--- src/rtl/load_store_unit.sv ---
// Load/store sequencer in front of instruction_data_memory: validates one request,
// drives the memory for a single ACCESS cycle, then returns an extended result.
module load_store_unit #(
    parameter  int num_thirty_two_bit_words = 128,
    localparam int ADDR_W = $clog2(num_thirty_two_bit_words * 4)
) (
    input  logic              clk,
    input  logic              reset,
    input  logic              req_valid,
    output logic              req_ready,
    input  logic              req_write,
    input  logic [2:0]        req_funct3,
    input  logic [31:0]       req_address,
    input  logic [31:0]       req_store_data,
    output logic              resp_valid,
    input  logic              resp_ready,
    output logic [31:0]       resp_load_data,
    output logic              resp_fault,
    output logic              mem_write_enable,
    output logic              mem_word,
    output logic              mem_half,
    output logic              mem_single_byte,
    output logic [ADDR_W-1:0] mem_address,
    output logic [31:0]       mem_write_data,
    input  logic [31:0]       mem_read_data
);

    typedef enum logic [1:0] {
        IDLE,
        ACCESS,
        RESP
    } state_t;

    state_t            r_state;
    state_t            w_nextState;
    logic              r_write;
    logic [2:0]        r_funct3;
    logic [ADDR_W-1:0] r_address;
    logic [31:0]       r_storeData;
    logic [31:0]       r_loadData;
    logic              r_fault;

    logic              w_misaligned;
    logic              w_outOfRange;
    logic              w_badFunct3;
    logic              w_fault;
    logic [31:0]       w_extended;

    // Request validation is done on the raw inputs so a bad request can skip ACCESS.
    always_comb begin
        w_misaligned = ((req_funct3[1:0] == 2'b01) && req_address[0]) ||
                       ((req_funct3[1:0] == 2'b10) && (req_address[1:0] != 2'b00));
        w_outOfRange = |req_address[31:ADDR_W];
        if (req_write) begin
            w_badFunct3 = !(req_funct3 inside {3'b000, 3'b001, 3'b010});
        end else begin
            w_badFunct3 = req_funct3 inside {3'b011, 3'b110, 3'b111};
        end
        w_fault = w_misaligned || w_outOfRange || w_badFunct3;
    end

    always_comb begin
        w_extended = mem_read_data;
        if (r_write) begin
            w_extended = '0;
        end else if (r_funct3 == 3'b000) begin
            w_extended = {{24{mem_read_data[7]}}, mem_read_data[7:0]};
        end else if (r_funct3 == 3'b001) begin
            w_extended = {{16{mem_read_data[15]}}, mem_read_data[15:0]};
        end
    end

    always_ff @(posedge clk) begin
        if (reset) begin
            r_state <= IDLE;
        end else begin
            r_state <= w_nextState;
        end
    end

    // Memory-side outputs are gated by reset as well, so a reset landing on ACCESS never writes.
    always_comb begin
        w_nextState      = r_state;
        req_ready        = 1'b0;
        resp_valid       = 1'b0;
        mem_write_enable = 1'b0;
        mem_word         = 1'b0;
        mem_half         = 1'b0;
        mem_single_byte  = 1'b0;
        mem_address      = '0;
        mem_write_data   = '0;
        case (r_state)
            IDLE: begin
                req_ready = 1'b1;
                if (req_valid) begin
                    w_nextState = w_fault ? RESP : ACCESS;
                end
            end
            ACCESS: begin
                w_nextState = RESP;
                if (!reset) begin
                    mem_write_enable = r_write;
                    mem_address      = r_address;
                    mem_write_data   = r_storeData;
                    case (r_funct3[1:0])
                        2'b00:   mem_single_byte = 1'b1;
                        2'b01:   mem_half        = 1'b1;
                        default: mem_word        = 1'b1;
                    endcase
                end
            end
            RESP: begin
                resp_valid = 1'b1;
                if (resp_ready) begin
                    w_nextState = IDLE;
                end
            end
            default: w_nextState = IDLE;
        endcase
    end

    always_ff @(posedge clk) begin
        if (reset) begin
            r_write     <= 1'b0;
            r_funct3    <= '0;
            r_address   <= '0;
            r_storeData <= '0;
            r_loadData  <= '0;
            r_fault     <= 1'b0;
        end else begin
            case (r_state)
                IDLE: begin
                    if (req_valid) begin
                        r_write     <= req_write;
                        r_funct3    <= req_funct3;
                        r_address   <= req_address[ADDR_W-1:0];
                        r_storeData <= req_store_data;
                        r_loadData  <= '0;
                        r_fault     <= w_fault;
                    end
                end
                ACCESS: begin
                    r_loadData <= w_extended;
                end
                default: begin
                end
            endcase
        end
    end

    assign resp_load_data = r_loadData;
    assign resp_fault     = r_fault;

endmodule
--- config.mk ---
export PLATFORM = sky130hd
export DESIGN_NAME = load_store_unit
export DESIGN_NICKNAME = d
export VERILOG_FILES = /design/src/rtl/load_store_unit.sv
export SDC_FILE = /design/constraint.sdc
export NUM_CORES = 1
export LEC_CHECK = 0
export ABC_CLOCK_PERIOD_IN_PS = 2040
export BUFFER_PORTS_ARGS = -buffer_cell sky130_fd_sc_hd__buf_4
export CAP_MARGIN = 40
export CELL_PAD_IN_SITES_DETAIL_PLACEMENT = 0
export CELL_PAD_IN_SITES_GLOBAL_PLACEMENT = 1
export CORE_UTILIZATION = 31
export CTS_BUF_LIST = sky130_fd_sc_hd__clkbuf_4 sky130_fd_sc_hd__clkbuf_8
export CTS_CLUSTER_DIAMETER = 40
export DETAILED_ROUTE_END_ITERATION = 6
export GPL_TIMING_DRIVEN = 1
export PLACE_DENSITY_LB_ADDON = 0.05
export SLEW_MARGIN = 15
export SYNTH_ARGS = -nofsm -noshare
export SYNTH_HDL_FRONTEND = slang
export SYNTH_SLANG_ARGS = --single-unit
--- constraint.sdc ---
create_clock -name clk -period 2.04 [get_ports clk]
set_clock_uncertainty 0.2 [all_clocks]
set_input_delay 0.102 -clock clk [delete_from_list [all_inputs] [get_ports clk]]
set_output_delay 0.102 -clock clk [all_outputs]
set_load 0.01 [all_outputs]
Word level (Yosys, flattened, before mapping)
Index checks and enable logic that the tools add are counted.
{"block": "word_totals", "ramBits": 0, "latch_bits": 0, "out_inout_bits": 80, "elab_cells": 66, "register_bits": 80, "memories": 0, "romBits": 0, "inputBits": 104}
{"block": "op_classes", "eq_ne": 13, "reduce_logical": 19, "add_sub_neg": 0, "magnitude_cmp": 0, "n_div": 0, "multipliers": 0, "muxes": 27, "bitwise_logic": 0, "shifts": 0}
{"operator": "$mux W32", "n": 6}
{"operator": "$pmux W32 S2", "n": 1}
{"operator": "$reduce_or A23 Y1", "n": 1}
{"operator": "$mux W9", "n": 2}
{"operator": "$mux W1", "n": 14}
{"operator": "$eq A2 B1 Y1 const B", "n": 3}
{"operator": "$eq A3 B1 Y1 const B", "n": 2}
{"operator": "$eq A3 B2 Y1 const B", "n": 2}
{"operator": "$eq A3 B3 Y1 const B", "n": 2}
{"operator": "$logic_not A3 Y1", "n": 2}
{"operator": "$mux W2", "n": 3}
{"operator": "$pmux W2 S3", "n": 1}
{"operator": "$reduce_and A2 Y1", "n": 3}
{"operator": "$reduce_bool A3 Y1", "n": 2}
{"operator": "$eq A2 B2 Y1 const B", "n": 2}
{"operator": "$logic_not A2 Y1", "n": 2}
{"operator": "$ne A2 B2 Y1 const B", "n": 2}
{"operator": "$reduce_bool A2 Y1", "n": 2}
{"operator": "$logic_or A1 B1 Y1", "n": 3}
{"operator": "$logic_and A1 B1 Y1", "n": 2}
{"operator": "$reduce_or A2 Y1", "n": 1}
{"operator": "$logic_not A1 Y1", "n": 1}

Longest topological paths before layout
Gate-level depths: netlist of run 1.
{"block": "logic_depth", "word_depth": 8, "mapped_depth": 7, "depth_no_buf": 4}

Worst setup path before layout of run 1
OpenSTA, ideal clock, no wires.
{"block": "synth_timing", "path_type": "register -> register", "from": "reg r_state[0]", "to": "reg r_loadData[16] (netlist: resp_load_data[16])", "path_slack_ns": 0.418, "path_buffers": 3, "synth_period_minus_slack_ns": 1.622, "arrival_time_ns": 1.355, "setup_ns": 0.067, "t_required_ns": 1.773, "stages_incl_launch_ff": 7, "cell_sequence": "dfxtp_1 buf_4 nand2b_4 or4_1 buf_2 buf_6 o21ai_2"}
{"block": "synth_between", "elab_chain_cells": 3, "word_cells_on_any_way": 6, "cone_classes": "eq/ne: 2; mux: 1; reduce/logical: 3"}
{"item": "from (decl)", "line": "34", "rtl": "state_t r_state;"}
{"item": "from (signal assigned)", "line": "77", "rtl": "r_state <= w_nextState;"}
{"item": "$eq A2 B1 Y1 or $logic_not A2 Y1 (tied branches)", "line": "131", "rtl": "case (r_state)"}
{"item": "$reduce_bool A2 Y1 (no line) or $ne A2 B2 Y1 (tied branches)"}
{"item": "$reduce_and A2 Y1 (no line)"}
{"item": "to (signal assigned)", "line": "143", "rtl": "r_loadData <= w_extended;"}
{"item": "to (decl)", "line": "40", "rtl": "logic [31:0] r_loadData;"}
Several ways; a longest one is shown, not always the timed one.
A chain may end at the register's enable or synchronous reset.

Final worst setup path of run 1
{"block": "layout_timing", "from": "reg r_funct3[0]", "to": "reg r_loadData[15] (netlist: resp_load_data[15])"}
{"block": "layout_between", "elab_chain_cells": 4}
{"item": "from (decl)", "line": "37", "rtl": "logic [2:0] r_funct3;"}
{"item": "from (signal assigned)", "line": "135", "rtl": "r_funct3 <= req_funct3;"}
{"item": "$logic_not A3 Y1", "line": "66", "rtl": "end else if (r_funct3 == 3'b000) begin"}
{"item": "$mux W32", "line": "66"}
{"item": "$mux W32", "line": "64", "rtl": "if (r_write) begin"}
{"item": "$pmux W32 S2", "line": "131"}
No other way between the ends.

==> results of run 1 <==
-- per-layer routing --
| metal | vias to the layer above | part of all wire, % |
|---|---|---|
| met4 | 0 | 0.80 |
| met1 | 1723 | 44 |
| li1 | 1935 | - |
| met2 | 117 | 49 |
| met5 | - | 0 |
| met3 | 7 | 6.1 |
-- power by group through the flow --
stage | Clock [uW] | Combinational, uW | Sequential, uW
5_1_grt | 1180 | 614 | 1650
6_report | 1060 | 561 | 1640
3_5_place_dp | 0 | 437 | 1680
4_1_cts | 1120 | 561 | 1640
3_3_place_gp | 0 | 415 | 1680
2_1_floorplan | 0 | 189 | 1670
-- sequential cells by signal, summed over array words and instances (netlist names) --
register and flops:
r_state 2, resp_fault 1, r_address 9, resp_load_data 32, r_write 1, r_storeData 32, r_funct3 3
-- synthesized netlist by cell type, types with 2 or more instances --
master / count
nand2_1: 115
dfxtp_1: 80
a21oi_1: 70
and2_1: 44
clkbuf_1: 23
nor2_1: 16
o21ai_0: 15
o21ai_2: 10
nor2b_1: 9
nor4_1: 9
a22oi_1: 8
buf_2: 4
nand2b_1: 2
-- final cells by class --
type | count | area [um^2]
Clock inverter | 3 | 17.5
Multi-Input combinational cell | 313 | 1590
Tap cell | 136 | 170
Clock buffer | 12 | 159
Fill cell | 996 | 4400
Timing Repair Buffer | 289 | 2420
Inverter | 1 | 3.75
Sequential cell | 80 | 1600
-- metrics by stage --
stage	util [%]	hold slack [ns]	std cells	total power [uW]	setup WS, ns
final	57.6	0.0455	834	3260	0.0737
after global routing	57.6	0.0578	834	3440	0.00262
after CTS	57.5	0.0149	833	3320	0.0238
after detailed placement	47.3	0.149	730	2110	0.244
after global placement	46.9	0.145	727	2090	0.0907
after floorplan	-	0.0380	424	1860	0.418
-- worst paths after layout --
path                            slack [ns]       startpoint  cells past startpoint                 end
worst max register to register        0.07      r_funct3[0]                      6  resp_load_data[15]
worst min-delay path                  0.05  req_address[29]                      5          r_state[1]
worst max-delay path                  0.07      r_funct3[0]                      6  resp_load_data[15]
worst min register to register        0.25   r_storeData[3]                      2      r_storeData[3]
-- worst max-delay path: cells and delay by family (launching register included) --
kind                   cells  cell delay [ns]
DFF                        1             0.34
buffers and inverters      2             0.72
AOI/OAI and AO/OA          2             0.25
and+or+nand+nor            2             0.41
-- timing repair --
item / CTS / global route
endpoints found under the hold margin: 79 / 0
endpoints found under the setup margin: 0 / 17
setup buffers: 0 / 1
hold buffers: 88 / 0
gates resized for setup: 0 / 2
-- cells by family (layout without fill, tap and decap cells) --
group,Yosys count,in the layout,share of synthesized area (%)
compound gates,108,108,18.5
buf+inv,31,305,4.03
flops,80,80,48.2
simple gates,205,205,29.2
==> impl_metrics.tcl, run 1 <==
set metrics [dict create \
    status "finished, final reports clean" \
    io_pins 184 \
    power_switching_uw 806 \
    die_area_mm2 0.0111 \
    power.share.combinational_pct 17.2 \
    intPower_uw 2450 \
    via_per_inst 4.53 \
    ys_seq_elements 80 \
    drive_gt1_share_pct 33.5 \
    synth_area_leader_cell "dfxtp_1" \
    path_clk_slew_ns 0.08 \
    grt.busiest_layer "met2" \
    grt_pass1_vias 3637 \
    synth.yosys.seq_area_share_pct 48.2 \
    final_common_cell "buf_4" \
    syn_area_mm2 0.00332 \
    drtAntennaViolNets 0 \
    cts_root_buffer "clkbuf_8" \
    die_x_um 106 \
    synth_nets 528 \
    grt_pass1_wl_um 17300 \
    setup_violations 0 \
    crit_type "reg -> reg" \
    htree_levels 3 \
    finish.instance_area_mm2 0.00597 \
    max_freq_mhz 509 \
    synth_cell_types 32 \
    setup-tns-final_ns 0 \
    cts_buffers 9 \
    drt-pass1-iter-count 4 \
    synthTopCellsByArea "dfxtp_1 48%, nand2_1 13%, a21oi_1 11%, and2_1 8.3%, o21ai_2 2.6%" \
    cts.sinks 80 \
    cp.arrival_ns 2.05 \
    synth_top_flop_cell "dfxtp_1" \
    track_usage_pct 19.7 \
    crit_slowest_cell "dlygate4sd3_1" \
    yosys_warnings 0 \
    n_antenna_cell 0 \
    antenna_found_initial 0 \
    drv_slew 0 \
    cp-start-kind "flip-flop" \
    rows 37 \
    finalCritPeriodShare_pct 96.4 \
    vias 3782 \
    max-slew-margin-rel_pct 58.1 \
    required_ns 2.13 \
    yosys.area.top_type_share_pct 48.2 \
    rsz0062_at_grt "no" \
    insertion_delay_ns 0.34 \
    finalWirelength_um 11000 \
    critPathMaxFanout 8 \
    portBuffers 183 \
    cp-end-kind "flip-flop" \
    clkPwrFrac_pct 32.5 \
    grt_use_met2_pct 34.8 \
    grt_max_degree 47 \
    wire_per_inst_um 13.2 \
    fin_crit_ns 1.97 \
    use_met1_pct 23.0 \
    cts_tree "yes" \
    clockBufferDepth 2 \
    drc 0 \
    core_region_area_mm2 0.0104 \
    grt_use_met3_pct 4.70 \
    dpl_cell_area_mm2 0.00490 \
    hold_path_class "in -> reg" \
    p_leak_uw 0.00270 \
    crit_chain "buf_4, nor3_2, and2_2, o21ai_0, a21oi_1, dlygate4sd3_1" \
    hold_violations 0 \
    synth-async-reset-ratio_pct 0 \
    cellPowerDensity_mw_per_mm2 546 \
    area_growth_pct 79.8 \
    irDropWorstVdd_v 0.000278 \
    seqPwrFrac_pct 50.3 \
    synth_cells 424 \
    die_y_um 106 \
    final_cell_mix "199 x buf_4, 115 x nand2_1, 88 x dlygate4sd3_1" \
    drtIter0Drc 116 \
    dp_hpwl_um 7230 \
    synth_edf_count 0 \
    initial_utilization_pct 32.0 \
    critPathMaxStageDelay_ns 0.56 \
    synth_area_per_cell_um2 7.83 \
    worstMarginPinSlew_ns 0.628 \
    sw_frac_of_total_pct 24.7 \
    cap_violations 0 \
    gp_congestion 0.672 \
    fin_nets 798 \
    grt-ovfl-total 0 \
]
(Power assumes the default switching activity.)
==> inputs of run 2 (changes only) <==
--- a/config.mk
+++ b/config.mk
@@ -16,6 +16,7 @@
 export DETAILED_ROUTE_END_ITERATION = 6
 export GPL_TIMING_DRIVEN = 1
 export PLACE_DENSITY_LB_ADDON = 0.05
+export RECOVER_POWER = 50
 export SLEW_MARGIN = 15
 export SYNTH_ARGS = -nofsm -noshare
 export SYNTH_HDL_FRONTEND = slang
==> run 2 against run 1 <==
  * Setup slack improved by 0.0045 ns
  * First-iteration DRC count rose by 3.4%
  * Final cell count stayed put
  * Fmax is 0.23% higher
  * Sequential power is essentially flat
  * Via count rose by 0.32%
  * Final area down 3.0%
  * Die area is the same
  * Total power shrank 0.11%
  * Largest cell class unchanged
  * Largest power group unchanged
  * Highest routed layer unchanged
==> impl_metrics.tcl, run 2 (synthesis gave the netlist of run 1 again) <==
set metrics [dict create \
    portBuffers 183 \
    dp_hpwl_um 7230 \
    drc 0 \
    hold_depth 5 \
    min_to "r_state[1]" \
    antenna_found_initial 0 \
    final_common_cell "buf_4" \
    hold_path_class "in -> reg" \
    grt-ovfl-total 0 \
    rsz0062_at_grt "no" \
    required_ns 2.13 \
    drtAntennaViolNets 0 \
    rows 37 \
    drv_slew 0 \
    via_per_inst 4.55 \
    setup_violations 0 \
    crit_type "reg -> reg" \
    cp.arrival_ns 2.05 \
    p_leak_uw 0.00251 \
    finalCritPeriodShare_pct 96.2 \
    irDropWorstVdd_v 0.000278 \
    vias 3794 \
    cellPowerDensity_mw_per_mm2 562 \
    final_cell_mix "154 x buf_4, 115 x nand2_1, 88 x dlygate4sd3_1" \
    dpl_worst_slack_ns 0.244 \
    gp_congestion 0.672 \
    path_clk_slew_ns 0.08 \
    status "finished, final reports clean" \
    r2r_cells 6 \
    htree_levels 3 \
    cts_buffers 9 \
    finalWirelength_um 11100 \
    hold_violations 0 \
    max-slew-margin-rel_pct 59.3 \
    wire_per_inst_um 13.3 \
    cts_tree "yes" \
    worstMarginPinSlew_ns 0.609 \
    insertion_delay_ns 0.34 \
    drive_gt1_share_pct 27.1 \
    cap_violations 0 \
    die_x_um 106 \
    core_region_area_mm2 0.0104 \
    worst_r2r_endpoint "resp_load_data[15]" \
    r2r_start "r_funct3[0]" \
    area_growth_pct 74.4 \
    n_fill_cell 1060 \
    hold_start "req_address[29]" \
    initial_utilization_pct 32.0 \
    n_antenna_cell 0 \
    grt_max_degree 47 \
    track_usage_pct 19.7 \
    fin_crit_ns 1.96 \
    cts.sinks 80 \
    drt-pass1-iter-count 5 \
    grt_pass1_wl_um 17300 \
    cp-end-kind "flip-flop" \
    grt_pass1_vias 3637 \
    die_area_mm2 0.0111 \
    setup-tns-final_ns 0 \
    clockBufferDepth 2 \
    cp-start-kind "flip-flop" \
    critPathMaxFanout 8 \
    die_y_um 106 \
    finalWorstSetupSlack_ns 0.0782 \
    cts_root_buffer "clkbuf_8" \
    io_pins 184 \
    fin_nets 798 \
    drtIter0Drc 120 \
    r2r_setup_slack_ns 0.08 \
    max_freq_mhz 510 \
]
## run 2: critical path: stages (launching register included)
cell           delay, ns
dfxtp_1             0.34
buf_4               0.15
nor3_2              0.16
and2_2              0.24
o21ai_0             0.10
a21oi_1             0.15
dlygate4sd3_1       0.56
## run 2: metrics by stage
stage	utilization, %	power [uW]	hold WS [ns]	std cells	area, um^2
2_1_floorplan	-	1860	0.0380	424	3320
3_3_place_gp	46.9	2090	0.145	727	4860
3_5_place_dp	47.3	2110	0.149	730	4900
4_1_cts	57.5	3320	0.0149	833	5960
5_1_grt	55.8	3440	0.0578	834	5790
6_report	55.8	3260	0.0424	834	5790
## run 2: report_power, final
part | total (uW) | switching, uW | leakage [uW] | internal, uW
Clock | 1060 | 549 | 0.0000917 | 512
Combinational | 554 | 234 | 0.00177 | 321
Sequential | 1640 | 24.9 | 0.000653 | 1620
Total | 3260 | 808 | 0.00251 | 2450
## run 2: layout make-up
type	count	area, um^2	area share (%)
repair buffers	289	2260	39.1
flip-flops and latches	80	1600	27.7
multi-input cells	313	1580	27.2
clock inverters	3	17.5	0.303
clock buffers	12	159	2.74
inverters	1	3.75	0.0648
well taps	136	170	2.94
## run 2: metal layers
layer / global-route usage [%] / wire length, um / up-vias
li1: - / - / 1935
met1: 23.0 / 4920 / 1731
met2: 34.8 / 5380 / 120
met3: 4.70 / 699 / 8
met4: 7.14 / 107 / 0
met5: 0 / 0 / -
## run 2: what timing repair did
| action | in CTS | in global routing |
|---|---|---|
| hold endpoints to repair | 79 | 0 |
| buffers inserted | 0 | 1 |
| resized for setup | 0 | 2 |
| hold buffers | 88 | 0 |
| setup endpoints to repair | 0 | 17 |
## run 2: worst max path at each step
stage,start,to,slack (ns),cells after the start
global route,r_funct3[0],resp_load_data[15],0.007,6
detailed placement,r_state[1],r_storeData[1],0.24,5
global placement,r_state[1],r_funct3[1],0.09,4
finish,r_funct3[0],resp_load_data[15],0.08,6
CTS,r_funct3[0],resp_load_data[15],0.02,6
floorplan,r_state[0],resp_load_data[16],0.42,6
